$ cat config.mk
export PLATFORM = sky130hd
export DESIGN_NAME = usb_rx_rcu_flat
export DESIGN_NICKNAME = d
export VERILOG_FILES = /design/src/rtl/usb_rx_rcu_pkg.sv /design/src/rtl/usb_rx_rcu_if.sv /design/src/rtl/usb_rx_rcu.sv /design/src/flat_wrapper.sv
export SDC_FILE = /design/constraint.sdc
export NUM_CORES = 1
export LEC_CHECK = 0
export CORE_UTILIZATION = 61
export CTS_CLUSTER_SIZE = 20
export DETAILED_ROUTE_END_ITERATION = 12
export DONT_BUFFER_PORTS = 1
export HOLD_SLACK_MARGIN = 0.03
export PLACE_DENSITY = 0.73
export SETUP_SLACK_MARGIN = 0.05
export SKIP_CTS_REPAIR_TIMING = 1
export SYNTH_ARGS = -nofsm -noshare
export SYNTH_HDL_FRONTEND = slang
export SYNTH_SLANG_ARGS = --single-unit
$ cat constraint.sdc
create_clock -name clk -period 2.23 [get_ports clk]
set_input_delay 0.5575 -clock clk [delete_from_list [all_inputs] [get_ports clk]]
set_output_delay 0.5575 -clock clk [all_outputs]
set_load 0.005 [all_outputs]
$ cat src/rtl/usb_rx_rcu_pkg.sv
// Shared types and defaults for the USB full-speed receive control unit.
package usb_rx_pkg;

  typedef enum logic [3:0] {
    IDLE     = 4'd0,
    SYNC_RCV = 4'd1,
    SYNC_CHK = 4'd2,
    DATA_RCV = 4'd3,
    STORE    = 4'd4,
    EOP_WAIT = 4'd5,
    ERR_EOP  = 4'd6,
    ERR_WAIT = 4'd7,
    EIDLE    = 4'd8
  } rcu_state_t;

  // Decoded sync pattern: the wire sends 0000_0001 LSB-first.
  localparam logic [7:0] SYNC_BYTE_DEFAULT = 8'h80;
  localparam int         CNT_W_DEFAULT     = 8;

endpackage

$ cat src/rtl/usb_rx_rcu_if.sv
// Signal bundle between the bit timer / shift register side and the receive control unit.
interface usb_rx_rcu_if #(
  parameter int CNT_W = 8
);

  logic             d_edge;
  logic             eop;
  logic             shift_enable;
  logic             byte_received;
  logic [7:0]       rcv_data;
  logic             rcving;
  logic             w_enable;
  logic             r_error;
  logic [CNT_W-1:0] byte_count;

  modport master (
    output d_edge, eop, shift_enable, byte_received, rcv_data,
    input  rcving, w_enable, r_error, byte_count
  );

  modport slave (
    input  d_edge, eop, shift_enable, byte_received, rcv_data,
    output rcving, w_enable, r_error, byte_count
  );

endinterface

$ cat src/rtl/usb_rx_rcu.sv
// Receive control unit: frames packets, checks sync, strobes FIFO writes and flags framing errors.
module usb_rx_rcu
  import usb_rx_pkg::*;
#(
  parameter logic [7:0] SYNC_BYTE = SYNC_BYTE_DEFAULT,
  parameter int         CNT_W     = CNT_W_DEFAULT
) (
  input  logic         clk,
  input  logic         rst,
  usb_rx_rcu_if.slave  bus
);

  rcu_state_t       state_q;
  rcu_state_t       state_d;
  logic [2:0]       bit_cnt_q;
  logic [CNT_W-1:0] byte_count_q;

  logic rcving;
  logic w_enable;
  logic r_error;
  logic eop_sample;
  logic enter_sync;

  assign eop_sample = bus.eop & bus.shift_enable;
  assign enter_sync = (state_d == SYNC_RCV) && (state_q != SYNC_RCV);

  always_ff @(posedge clk) begin
    if (rst) begin
      state_q <= IDLE;
    end else begin
      state_q <= state_d;
    end
  end

  always_comb begin
    state_d = state_q;
    case (state_q)
      IDLE: begin
        if (bus.d_edge) state_d = SYNC_RCV;
      end
      SYNC_RCV: begin
        if (bus.byte_received)   state_d = SYNC_CHK;
        else if (eop_sample)     state_d = ERR_WAIT;
      end
      SYNC_CHK: begin
        if (bus.rcv_data == SYNC_BYTE) state_d = DATA_RCV;
        else                           state_d = ERR_EOP;
      end
      DATA_RCV: begin
        // A completed byte wins over an EOP seen in the same cycle.
        if (bus.byte_received)                    state_d = STORE;
        else if (eop_sample && bit_cnt_q == 3'd0) state_d = EOP_WAIT;
        else if (eop_sample)                      state_d = ERR_WAIT;
      end
      STORE: begin
        state_d = DATA_RCV;
      end
      EOP_WAIT: begin
        if (bus.d_edge) state_d = IDLE;
      end
      ERR_EOP: begin
        if (eop_sample) state_d = ERR_WAIT;
      end
      ERR_WAIT: begin
        if (bus.d_edge) state_d = EIDLE;
      end
      EIDLE: begin
        if (bus.d_edge) state_d = SYNC_RCV;
      end
      default: begin
        state_d = IDLE;
      end
    endcase
  end

  always_comb begin
    rcving   = 1'b0;
    w_enable = 1'b0;
    r_error  = 1'b0;
    case (state_q)
      SYNC_RCV, SYNC_CHK, DATA_RCV, EOP_WAIT: begin
        rcving = 1'b1;
      end
      STORE: begin
        rcving   = 1'b1;
        w_enable = 1'b1;
      end
      ERR_EOP, ERR_WAIT: begin
        rcving  = 1'b1;
        r_error = 1'b1;
      end
      EIDLE: begin
        r_error = 1'b1;
      end
      default: begin
        rcving   = 1'b0;
        w_enable = 1'b0;
        r_error  = 1'b0;
      end
    endcase
  end

  // Bit position within the current byte; used to tell a clean EOP from one mid-byte.
  always_ff @(posedge clk) begin
    if (rst) begin
      bit_cnt_q <= 3'd0;
    end else if (bus.byte_received || enter_sync) begin
      bit_cnt_q <= 3'd0;
    end else if (bus.shift_enable && rcving) begin
      bit_cnt_q <= bit_cnt_q + 3'd1;
    end
  end

  always_ff @(posedge clk) begin
    if (rst) begin
      byte_count_q <= '0;
    end else if (enter_sync) begin
      byte_count_q <= '0;
    end else if (state_q == STORE && byte_count_q != {CNT_W{1'b1}}) begin
      byte_count_q <= byte_count_q + {{(CNT_W-1){1'b0}}, 1'b1};
    end
  end

  assign bus.rcving     = rcving;
  assign bus.w_enable   = w_enable;
  assign bus.r_error    = r_error;
  assign bus.byte_count = byte_count_q;

endmodule

$ cat src/flat_wrapper.sv
// flat-port wrapper written by rule: the top's interface ports become plain ports
module usb_rx_rcu_flat import usb_rx_pkg::*;
#(
  parameter logic [7:0] SYNC_BYTE = SYNC_BYTE_DEFAULT,
  parameter int         CNT_W     = CNT_W_DEFAULT
)
  (clk, rst, bus_d_edge, bus_eop, bus_shift_enable, bus_byte_received, bus_rcv_data, bus_rcving, bus_w_enable, bus_r_error, bus_byte_count);
  usb_rx_rcu_if #(.CNT_W(CNT_W)) bus_i ();
  input  logic clk;
  input  logic rst;
  input wire logic [$bits(bus_i.d_edge)-1:0] bus_d_edge;
  input wire logic [$bits(bus_i.eop)-1:0] bus_eop;
  input wire logic [$bits(bus_i.shift_enable)-1:0] bus_shift_enable;
  input wire logic [$bits(bus_i.byte_received)-1:0] bus_byte_received;
  input wire logic [$bits(bus_i.rcv_data)-1:0] bus_rcv_data;
  output wire logic [$bits(bus_i.rcving)-1:0] bus_rcving;
  output wire logic [$bits(bus_i.w_enable)-1:0] bus_w_enable;
  output wire logic [$bits(bus_i.r_error)-1:0] bus_r_error;
  output wire logic [$bits(bus_i.byte_count)-1:0] bus_byte_count;
  assign bus_i.d_edge = bus_d_edge;
  assign bus_i.eop = bus_eop;
  assign bus_i.shift_enable = bus_shift_enable;
  assign bus_i.byte_received = bus_byte_received;
  assign bus_i.rcv_data = bus_rcv_data;
  assign bus_rcving = bus_i.rcving;
  assign bus_w_enable = bus_i.w_enable;
  assign bus_r_error = bus_i.r_error;
  assign bus_byte_count = bus_i.byte_count;
  usb_rx_rcu #(.SYNC_BYTE(SYNC_BYTE), .CNT_W(CNT_W)) u_core (.clk(clk), .rst(rst), .bus(bus_i));
endmodule
After elaboration in Yosys (flattened, before gate mapping):

Index checks and enable logic that the tools add are counted.

* reduce and logical (&&, ||, !) cells: 12
* muxes and demuxes: 12
* bitwise logic cells: 1
* equality and inequality tests: 12
* add/subtract/negate cells: 2

Operators with widths (count)
* 4-bit one-hot mux with 8 select lines: 1
* 4-bit 2-to-1 mux: 7
* 4-bit by 3-bit equality test with 1-bit output (second input constant): 4
* 8-bit by 1-bit adder with 8-bit output (second input constant): 1
* 4-bit by 1-bit equality test with 1-bit output (second input constant): 2
* 4-bit by 2-bit equality test with 1-bit output (second input constant): 2
* 8-bit equality test (second input constant): 1
* 8-bit inequality test (second input constant): 1
* 7-bit OR reduction: 1
* 2-bit OR reduction: 3
* 4-bit equality test (second input constant): 1
* 1-bit logical AND: 4
* 4-bit logical NOT: 1
* 4-bit by 1-bit inequality test with 1-bit output (second input constant): 1
* 3-bit by 1-bit adder with 3-bit output (second input constant): 1
* 3-bit logical NOT: 1
* 1-bit 2-to-1 mux: 3
* 3-bit 2-to-1 mux: 1
* 3-bit OR reduction: 1
* 1-bit bitwise AND: 1
* 1-bit logical OR: 1

* register bits: 15
* word-level logic and storage cells: 42
* output and inout bits: 11

Depth between registers and ports, before layout:

Gate-level depths: netlist (run 1).

* depth after elaboration: 9
* gate-level depth with buffers: 8

Worst setup path before layout (run 1):

OpenSTA, ideal clock, no wires.

* path type: input to register
* start point: in bus_rcv_data[1]
* end point: reg u_core.bit_cnt_q[0]
* path slack: 249 ps
* cell stages on the path: 6
* buffers on the path: 1
* data arrival time: 1839 ps
* data required time: 2088 ps
* setup time: 142 ps
* cells stage by stage: or4_1 > o21ai_2 > nand4_1 > a211oi_2 > buf_6 > nor4_2

* cells in the longest elaborated chain, start to end: 7

RTL lines
* start, declared: RTL line flat_wrapper.sv:15 `input wire logic [$bits(bus_i.rcv_data)-1:0] bus_rcv_data;`
* 8-bit equality test: RTL line usb_rx_rcu.sv:46 `if (bus.rcv_data == SYNC_BYTE) state_d = DATA_RCV;`
* 3-bit 2-to-1 mux: RTL line usb_rx_rcu.sv:46
* 4-bit one-hot mux with 8 select lines: RTL line usb_rx_rcu.sv:37 `case (state_q)`
* 4-bit by 1-bit equality test with 1-bit output: RTL line usb_rx_rcu.sv:25 `assign enter_sync = (state_d == SYNC_RCV) && (state_q != SYNC_RCV);`
* 1-bit logical AND: RTL line usb_rx_rcu.sv:25
* 1-bit logical OR: RTL line usb_rx_rcu.sv:107 `end else if (bus.byte_received || enter_sync) begin`
* 2-bit OR reduction (no source line)
* end signal, assigned: RTL line usb_rx_rcu.sv:110 `bit_cnt_q <= bit_cnt_q + 3'd1;`
* end, declared: RTL line usb_rx_rcu.sv:15 `logic [2:0] bit_cnt_q;`

Every way passes these cells.
A chain may end at the register's enable or synchronous reset.

Worst setup path after layout (run 1):

* start point: reg u_core.state_q[1]
* end point: reg u_core.byte_count_q[2] (netlist: u_core.bus.byte_count[2])

* cells in the longest elaborated chain, start to end: 7

RTL lines
* start, declared: RTL line usb_rx_rcu.sv:13 `rcu_state_t state_q;`
* start signal, assigned: RTL line usb_rx_rcu.sv:31 `state_q <= state_d;`
* 4-bit 2-to-1 mux: RTL line usb_rx_rcu.sv:43, usb_rx_rcu.sv:53, usb_rx_rcu.sv:62
* 4-bit 2-to-1 mux: RTL line usb_rx_rcu.sv:52 `else if (eop_sample && bit_cnt_q == 3'd0) state_d = EOP_WAIT;`
* 4-bit 2-to-1 mux: RTL line usb_rx_rcu.sv:51 `if (bus.byte_received) state_d = STORE;`
* 4-bit one-hot mux with 8 select lines: RTL line usb_rx_rcu.sv:37
* 4-bit by 1-bit equality test with 1-bit output: RTL line usb_rx_rcu.sv:25
* 1-bit logical AND: RTL line usb_rx_rcu.sv:25
* 2-bit OR reduction (no source line)
* end signal, assigned: RTL line usb_rx_rcu.sv:120 `byte_count_q <= byte_count_q + {{(CNT_W-1){1'b0}}, 1'b1};`
* end, declared: RTL line usb_rx_rcu.sv:16 `logic [CNT_W-1:0] byte_count_q;`

Parallel ways exist; a longest one is shown, timed or not.

==> results of run 1 <==
## final timing paths
kind                            slack [ps]                                     to                        startpoint
worst max-delay path                   210  u_core.bus.byte_count[2]$_SDFFE_PP0P_      u_core.state_q[1]$_SDFF_PP0_
worst min register to register         570       u_core.bit_cnt_q[1]$_SDFFE_PP0P_  u_core.bit_cnt_q[1]$_SDFFE_PP0P_
worst min-delay path                   330  u_core.bus.byte_count[0]$_SDFFE_PP0P_                               rst
worst max register to register         210  u_core.bus.byte_count[2]$_SDFFE_PP0P_      u_core.state_q[1]$_SDFF_PP0_
## cells in the final DEF (no fill, tap or decap), types with 4 or more instances in the layout
cell,n
nand2_1,9
nor2_1,6
nand4_1,4
nand3_1,4
inv_1,5
nor3_2,9
dfxtp_1,15
xnor2_1,4
or2_2,4
## cell type report
class | instances | area share, %
Multi-Input combinational cell | 89 | 65.2
Sequential cell | 15 | 28.0
Clock buffer | 4 | 2.45
Tap cell | 16 | 1.87
Inverter | 5 | 1.75
Timing Repair Buffer | 1 | 0.700
## logic make-up (layout without fill, tap and decap cells)
logic type | after synthesis | after routing | synth area share (%)
fa+ha+maj | 3 | 3 | 3.53
compound gates | 18 | 18 | 13.4
xor+xnor | 7 | 7 | 5.77
buf+inv | 11 | 10 | 5.89
flops | 15 | 15 | 28.3
mux | 3 | 3 | 2.83
simple gates | 58 | 58 | 40.3
## report_power, final
part | internal [mW] | total, mW | leakage (nW) | switching [mW]
Sequential | 0.287 | 0.343 | 0.121 | 0.0554
Clock | 0.0695 | 0.151 | 0.0150 | 0.0816
Combinational | 0.134 | 0.303 | 0.213 | 0.170
## critical path: cells and delay by family, from the launching register on
kind                   cells  cell delay [ps]
DFF                        1              640
buffers and inverters      1              210
and+or+nand+nor            1              150
AOI/OAI and AO/OA          4              900
## Yosys cell counts, types with 2 or more instances
| library cell | count | area share [%] |
|---|---|---|
| dfxtp_1 | 15 | 28 |
| nand2_1 | 9 | 3.2 |
| nor3_2 | 9 | 8.5 |
| nor2_1 | 6 | 2.1 |
| inv_1 | 5 | 1.8 |
| nand3_1 | 4 | 1.9 |
| nand4_1 | 4 | 2.4 |
| or2_2 | 4 | 2.4 |
| xnor2_1 | 4 | 3.3 |
| ha_1 | 3 | 3.5 |
| mux2i_1 | 3 | 2.8 |
| nor2b_1 | 3 | 1.8 |
| nor4_2 | 3 | 3.5 |
| xor2_1 | 3 | 2.5 |
| a21oi_1 | 2 | 0.94 |
| buf_2 | 2 | 0.94 |
| buf_6 | 2 | 2.1 |
| o21ai_0 | 2 | 0.94 |
| or3b_1 | 2 | 1.6 |
## registers in the layout, indices dropped and copies added (netlist names)
name / cells
u_core.bus.byte_count: 8
u_core.state_q: 4
u_core.bit_cnt_q: 3
## through the flow
| stage | total power, mW | instance area, sq um | hold WS (ps) | setup WS (ps) |
|---|---|---|---|---|
| floorplan | 0.632 | 1060 | 538 | 249 |
| global placement | 0.645 | 1050 | 556 | 209 |
| detailed placement | 0.654 | 1050 | 560 | 180 |
| CTS | 0.804 | 1070 | 324 | 216 |
| global route | 0.848 | 1070 | 316 | 89.4 |
| finish | 0.797 | 1070 | 334 | 214 |
## metal layers
layer | vias up | track usage [%] | wire, um
li1 | 420 | - | -
met1 | 384 | 32.4 | 942
met2 | 28 | 36.4 | 861
met3 | 2 | 9.17 | 154
met4 | 0 | 5.63 | 12
met5 | - | 0 | 0
==> impl_metrics.toml, run 1 <==
[sta]
skew_ps = 0.903
final.min_clock_period_ps = 2020
fin_tns_setup_ps = 0
period_share_pct = 90.4
timing.slew.headroom_pct = 66.3
finalMaxSlewViolations = 0
final_hold_viol_count = 0
rsz0062_at_grt = "false"
transition_time_at_the_pin_with_the_least_slew_margin_ps = 505
setup-violations-final = 0
timing.fmax_mhz = 496

[routing]
drt_first_iter_violations = 17
vias_per_cell = 6.42
drcViolationCount = 0
routed-via-count = 834
antenna_left = 0
drtPass1Iterations = 4
wl_per_cell_um = 15.2
wirelength_mm = 1.97

[global_routing]
grt_antenna_before_repair = 0
groute.usage.overall_pct = 24.0
grt_pass1_wl_mm = 3.37
grt_max_degree = 15
congestion_overflow_gr = 0
first_global_vias = 773

[pwr]
cellPowerDensity_nw_per_um2 = 743
power.ir.vdd_worst_mv = 0.635
power_leakage_nw = 0.349

[synth]
post_synth.cell_area_avg_sq_um = 9.24
yosysWarnings = 0
syn-cell-area_sq_um = 1060
synth-seq-area-share_pct = 28.3
register_bit_total_from_synthesis = 15
postSynthCellCount = 115
synthFlopType = "dfxtp_1"
number_of_unique_standard_cell_types_used_by_synthesis = 49
synth-async-reset-ratio_pct = 0
edff_count_synth = 0
syn-num-nets = 132

[layout]
number_of_nets_in_the_finished_design = 132
num_antenna_cells = 0
layoutNonFillerInstCount = 130
layout_cell_share_with_drive_strength_beyond_1_pct = 25.4
layout.area.seq_sq_um = 300
area_delta_synth_final_pct = 0.942
fillerInstances = 134
finish.utilization_pct = 68.8
multiInputGateArea_sq_um = 699

[place]
post-place-cells = 126
count_of_input_and_output_buffers = 0
detailedPlacementHpwl_mm = 1.51
place_congestion = 0.924

[worst_hold_path]
min-delay-path-class = "input pin to flop"
worstHoldPathCells = 1

[clocking]
clock_tree_buffer_depth = 2
cts_num_sinks = 15
clock_tree.htree_level_count = 1
cts-root-buf = "clkbuf_4"
clk_transition_reported_paths_ps = 80
clock_insertion_delay_worst_skew_ps = 280
cts_tree = "yes"
tritoncts.num_buffers = 3

[setup_path]
crit_path_top_delay_cell = "dfxtp_1"
r2r.worst_path.cells = 6
setup.worst_path.end_class = "flop"
cpPeakStageDelay_ps = 640
critPathLaunchType = "flop"
critical_path.cell_chain = "nor3_2 -> o2bb2ai_1 -> a211oi_1 -> a211oi_2 -> buf_4 -> a2111oi_1"
critical_path_peak_fanout = 14
setup.worst_path.class = "flop to flop"
worst_ep_arrival_time_ps = 2180
worst-endpoint-required_ps = 2400

[die]
design.core.area_sq_um = 1560
std_cell_rows = 14
ioPinCount = 25
dieWidth_um = 43.7
floorplan.initialDensity_pct = 68.1
die_h_um = 43.7
full_die_area_sq_um = 1910

[run]
max_cap_violations = 0

[status]
run_status = "complete, no violations"
No activity file was read; power rests on OpenSTA's default activity.
==> run 2, diff against run 1 <==
--- a/config.mk
+++ b/config.mk
@@ -15,2 +15,3 @@
 export SKIP_CTS_REPAIR_TIMING = 1
+export SLEW_MARGIN = 20
 export SYNTH_ARGS = -nofsm -noshare
==> constraint.sdc (replaced) <==
create_clock -name clk -period 2.23 [get_ports clk]
set_input_delay 0.446 -clock clk [delete_from_list [all_inputs] [get_ports clk]]
set_output_delay 0.446 -clock clk [all_outputs]
set_load 0.005 [all_outputs]
==> run 2 against run 1 <==
Against the previous run: non-clock buffer count is the same; fmax shrank 1.8%; global-route usage grew 1.3 points; sequential share of layout area is essentially flat; power grew 1.0%; critical path type unchanged.
==> impl_metrics.toml, run 2 (same netlist as run 1, synthesis figures left out) <==
[status]
run_status = "complete, no violations"

[sta]
worst_hold_slack_ps = 214
timing.slew.headroom_pct = 67.2
setup-violations-final = 0
finalMaxSlewViolations = 0
final_hold_viol_count = 0
fin_tns_setup_ps = 0
final.min_clock_period_ps = 2050
skew_ps = 3.78
rsz0062_at_grt = "false"
transition_time_at_the_pin_with_the_least_slew_margin_ps = 491
timing.fmax_mhz = 487
period_share_pct = 92.0

[clocking]
clk_transition_reported_paths_ps = 90
clock_tree.htree_level_count = 1
cts_num_sinks = 15
cts_tree = "yes"
clock_insertion_delay_worst_skew_ps = 280
tritoncts.num_buffers = 3
clock_tree_buffer_depth = 2
cts-root-buf = "clkbuf_4"

[layout]
mostFrequentLayoutCell = "dfxtp_1"
number_of_nets_in_the_finished_design = 132
multiInputGateArea_sq_um = 699
layout_cell_share_with_drive_strength_beyond_1_pct = 26.3
area_delta_synth_final_pct = 1.06
num_antenna_cells = 0
number_of_flip_flops_in_the_largest_register = 8
fillerInstances = 139
layout.area.seq_sq_um = 300
final_cell_mix = "dfxtp_1 (15), nor3_2 (9), nand2_1 (9), nor2_1 (6), inv_1 (5)"
layout.cell_area.non_filler_sq_um = 1070

[setup_path]
crit_path_top_delay_cell = "or4b_1"
critical_path.cell_chain = "or4b_1 -> o22ai_2 -> a31o_2 -> a211oi_2 -> buf_4 -> a2111oi_1"
critPathBufInv = 1
cpPeakStageDelay_ps = 590
critical_path_peak_fanout = 14
worst-endpoint-required_ps = 2390
setup.worst_path.class = "flop to flop"
cp_top_family = "compound AO/OA/AOI/OAI gates"
worst_ep_arrival_time_ps = 2210
critPathLaunchType = "flop"
setup.worst_path.end_class = "flop"

[die]
dieWidth_um = 43.7
floorplan.initialDensity_pct = 68.1
std_cell_rows = 14
full_die_area_sq_um = 1910
ioPinCount = 25
die_h_um = 43.7
design.core.area_sq_um = 1560

[routing]
detail_route.wirelength.met1_um = 963
vias_per_cell = 6.42
antenna_left = 0
met2_wirelength_um = 935
top_layer = "met4"
wirelength_mm = 2.03
drcViolationCount = 0
routed-via-count = 834
wl_met3_um = 112
drtPass1Iterations = 4
drt_first_iter_violations = 14
wl_per_cell_um = 15.6

[pwr]
power_frac_clock_pct = 19.6
switching_share_pct = 39.5
p_comb_share_pct = 37.9
power_switching_mw = 0.318
internal_power_mw = 0.487
seq_power_share_pct = 42.6
cellPowerDensity_nw_per_um2 = 750
power.ir.vdd_worst_mv = 0.678
power_leakage_nw = 0.352

[place]
post_dp_cell_area_sq_um = 1050
count_of_input_and_output_buffers = 0
detailedPlacementHpwl_mm = 1.60
place_congestion = 0.850

[run]
max_cap_violations = 0

[global_routing]
grt_antenna_before_repair = 0
grt_pass1_wl_mm = 3.59
grt_max_degree = 15
congestion_overflow_gr = 0
groute.usage.overall_pct = 25.4
first_global_vias = 816

[worst_hold_path]
min-delay-path-class = "input pin to flop"
## run 2: metal layers
metal  up-vias  track usage (%)
met5         -                0
met4         0             7.50
met3         4             6.25
met2        27             41.2
met1       386             33.2
li1        417                -
## run 2: cell type report
cell class | count | area share, %
multi-input combinational | 89 | 65.2
sequential | 15 | 28.0
clock buffer | 3 | 2.10
tap | 16 | 1.86
inverter | 5 | 1.75
timing repair buffer | 1 | 0.699
clock inverter | 1 | 0.466
## run 2: final timing paths
path	start	endpoint	slack (ps)	depth (start not counted)
hold reg to reg	u_core.bit_cnt_q[1]$_SDFFE_PP0P_	u_core.bit_cnt_q[1]$_SDFFE_PP0P_	600	2
hold / removal	rst	u_core.bus.byte_count[1]$_SDFFE_PP0P_	210	1
setup / recovery	u_core.state_q[1]$_SDFF_PP0_	u_core.bus.byte_count[2]$_SDFFE_PP0P_	180	6
setup reg to reg	u_core.state_q[1]$_SDFF_PP0_	u_core.bus.byte_count[2]$_SDFFE_PP0P_	180	6
## run 2: metrics by stage
step	power (mW)	std cells	worst slack [ps]	utilization [%]
after global routing	0.859	130	69.7	68.9
after detailed placement	0.652	126	178	67.1
after floorplan	0.632	115	361	-
after global placement	0.644	126	294	67.1
after CTS	0.808	130	168	68.9
final	0.805	130	178	68.9
## run 2: worst register-to-register path, cell delays in order (launching register included)
cell and delay, ps:
dfxtp_1 470, or4b_1 590, o22ai_2 100, a31o_2 130, a211oi_2 60, buf_4 200, a2111oi_1 370
## run 2: power groups by stage
stage               Clock [mW]  Sequential [mW]  Combinational (mW)
floorplan                    0            0.307               0.325
global placement             0            0.345               0.299
detailed placement           0            0.348               0.304
CTS                      0.161            0.341               0.305
global route             0.175            0.350               0.334
finish                   0.157            0.343               0.305
==> run 3, diff against run 2 <==
- CORE_MARGIN: default -> 3
- CORE_UTILIZATION: 61 -> 65
- CTS_BUF_LIST: default -> sky130_fd_sc_hd__clkbuf_4
- PLACE_DENSITY: 0.73 -> 0.77
==> run 3 against run 2 <==
Against the previous run: register-to-register slack improved by 80 ps; clock power rose by 3%; sequential cell count did not move; global-route usage fell by 1.9 points; clock skew barely moved; sequential share of layout area fell by 0.14 points; utilization rose by 7.7 points.
==> impl_metrics.toml, run 3 (same netlist as run 1, synthesis figures left out) <==
[sta]
setup-violations-final = 0
final_hold_viol_count = 0
final.min_clock_period_ps = 1970
final_critical_path_setup_slack_ps = 261
worst_hold_slack_ps = 221
finalMaxSlewViolations = 0
skew_ps = 3.90
period_share_pct = 88.3
transition_time_at_the_pin_with_the_least_slew_margin_ps = 512
rsz0062_at_grt = "false"
timing.slew.headroom_pct = 65.8
fin_tns_setup_ps = 0
timing.fmax_mhz = 508

[place]
detailedPlacementHpwl_mm = 1.65
post-place-ws_ps = 270
place_congestion = 0.799
post-place-cells = 126
count_of_input_and_output_buffers = 0

[layout]
fillerInstances = 106
area_delta_synth_final_pct = 2.00
layout_cell_share_with_drive_strength_beyond_1_pct = 27.8
num_antenna_cells = 0
number_of_nets_in_the_finished_design = 133
number_of_flip_flops_in_the_largest_register = 8
final_cell_mix = "dfxtp_1 (14), nor3_2 (9), nand2_1 (9), nor2_1 (6), inv_1 (5)"
mostFrequentLayoutCell = "dfxtp_1"
layoutNonFillerInstCount = 130

[routing]
vias_per_cell = 6.70
routed-via-count = 871
wl_per_cell_um = 16.3
antenna_left = 0
drt_first_iter_violations = 21
wirelength_mm = 2.11
drcViolationCount = 0
drtPass1Iterations = 4

[setup_path]
setup.worst_path.class = "flop to flop"
reg2reg_setup_slack_ps = 260
worst-endpoint-required_ps = 2400
critPathLaunchType = "flop"
crit_path_top_delay_cell = "dfxtp_1"
critical_path.cell_chain = "or4b_1 -> o22ai_2 -> a31o_2 -> a211oi_2 -> buf_4 -> a2111oi_1"
critical_path_peak_fanout = 11
worst_ep_arrival_time_ps = 2140
cpPeakStageDelay_ps = 550
setup.worst_path.end_class = "flop"

[run]
max_cap_violations = 0

[clocking]
cts_num_sinks = 15
cts_tree = "yes"
clk_transition_reported_paths_ps = 80
clock_tree.htree_level_count = 1
clock_tree_buffer_depth = 2
tritoncts.num_buffers = 3
clock_insertion_delay_worst_skew_ps = 280
cts-root-buf = "clkbuf_4"

[pwr]
power.ir.vdd_worst_mv = 0.487
power_leakage_nw = 0.359
cellPowerDensity_nw_per_um2 = 751

[die]
design.core.area_sq_um = 1420
floorplan.initialDensity_pct = 75.1
die_h_um = 46.4
ioPinCount = 25
dieWidth_um = 46.4
std_cell_rows = 13
full_die_area_sq_um = 2160

[global_routing]
grt_pass1_wl_mm = 3.56
congestion_overflow_gr = 0
first_global_vias = 809
groute.usage.overall_pct = 23.5
grt_antenna_before_repair = 0
grt_max_degree = 15

[status]
run_status = "complete, no violations"

[worst_hold_path]
min-delay-path-class = "input pin to flop"
==> run 3: cell types whose count changed in the layout (fill, tap and decap cells not counted) <==
cell	previous run	this run
buf_4	1	2
clkbuf_4	3	4
clkinv_2	1	0
dfxtp_1	15	14
dfxtp_2	0	1
==> run 3: final timing paths <==
check                                                       from                               endpoint  depth (start not counted)
worst min-delay path                                         rst  u_core.bus.byte_count[7]$_SDFFE_PP0P_                          1
worst max register to register      u_core.state_q[0]$_SDFF_PP0_  u_core.bus.byte_count[2]$_SDFFE_PP0P_                          6
worst max-delay path                u_core.state_q[0]$_SDFF_PP0_  u_core.bus.byte_count[2]$_SDFFE_PP0P_                          6
worst min register to register  u_core.bit_cnt_q[1]$_SDFFE_PP0P_       u_core.bit_cnt_q[1]$_SDFFE_PP0P_                          2
==> run 3: per-layer routing <==
layer / global-route usage (%) / wire length [um]
met4: 11.9 / 34
met3: 7.42 / 175
met5: 0 / 0
met1: 30.8 / 924
met2: 34.1 / 979
==> run 3: worst max-delay path, delay by kind of cell (launching register included) <==
family                 cells  cell delay [ps]
AO/OA/AOI/OAI              4              610
buffers and inverters      1              200
flip-flops                 1              550
AND/OR/NAND/NOR            1              490
==> run 3: final cells by class <==
cell class / instances / area (sq um) / area share, %
clock buffers: 4 / 30.0 / 2.77
inverters: 5 / 18.8 / 1.73
multi-input cells: 89 / 699 / 64.5
flip-flops and latches: 15 / 302 / 27.8
well taps: 15 / 18.8 / 1.73
repair buffers: 2 / 15.0 / 1.39
==> run 3: metrics by stage <==
step	total power [mW]	util (%)	instance area (sq um)
2_1_floorplan	0.632	-	1060
3_3_place_gp	0.641	74.4	1050
3_5_place_dp	0.655	74.4	1050
4_1_cts	0.819	76.5	1080
5_1_grt	0.877	76.6	1080
6_report	0.814	76.6	1080
==> run 3: power breakdown <==
part	switching (mW)	internal (mW)
clock	0.0799	0.0816
sequential	0.0558	0.289
combinational	0.174	0.134
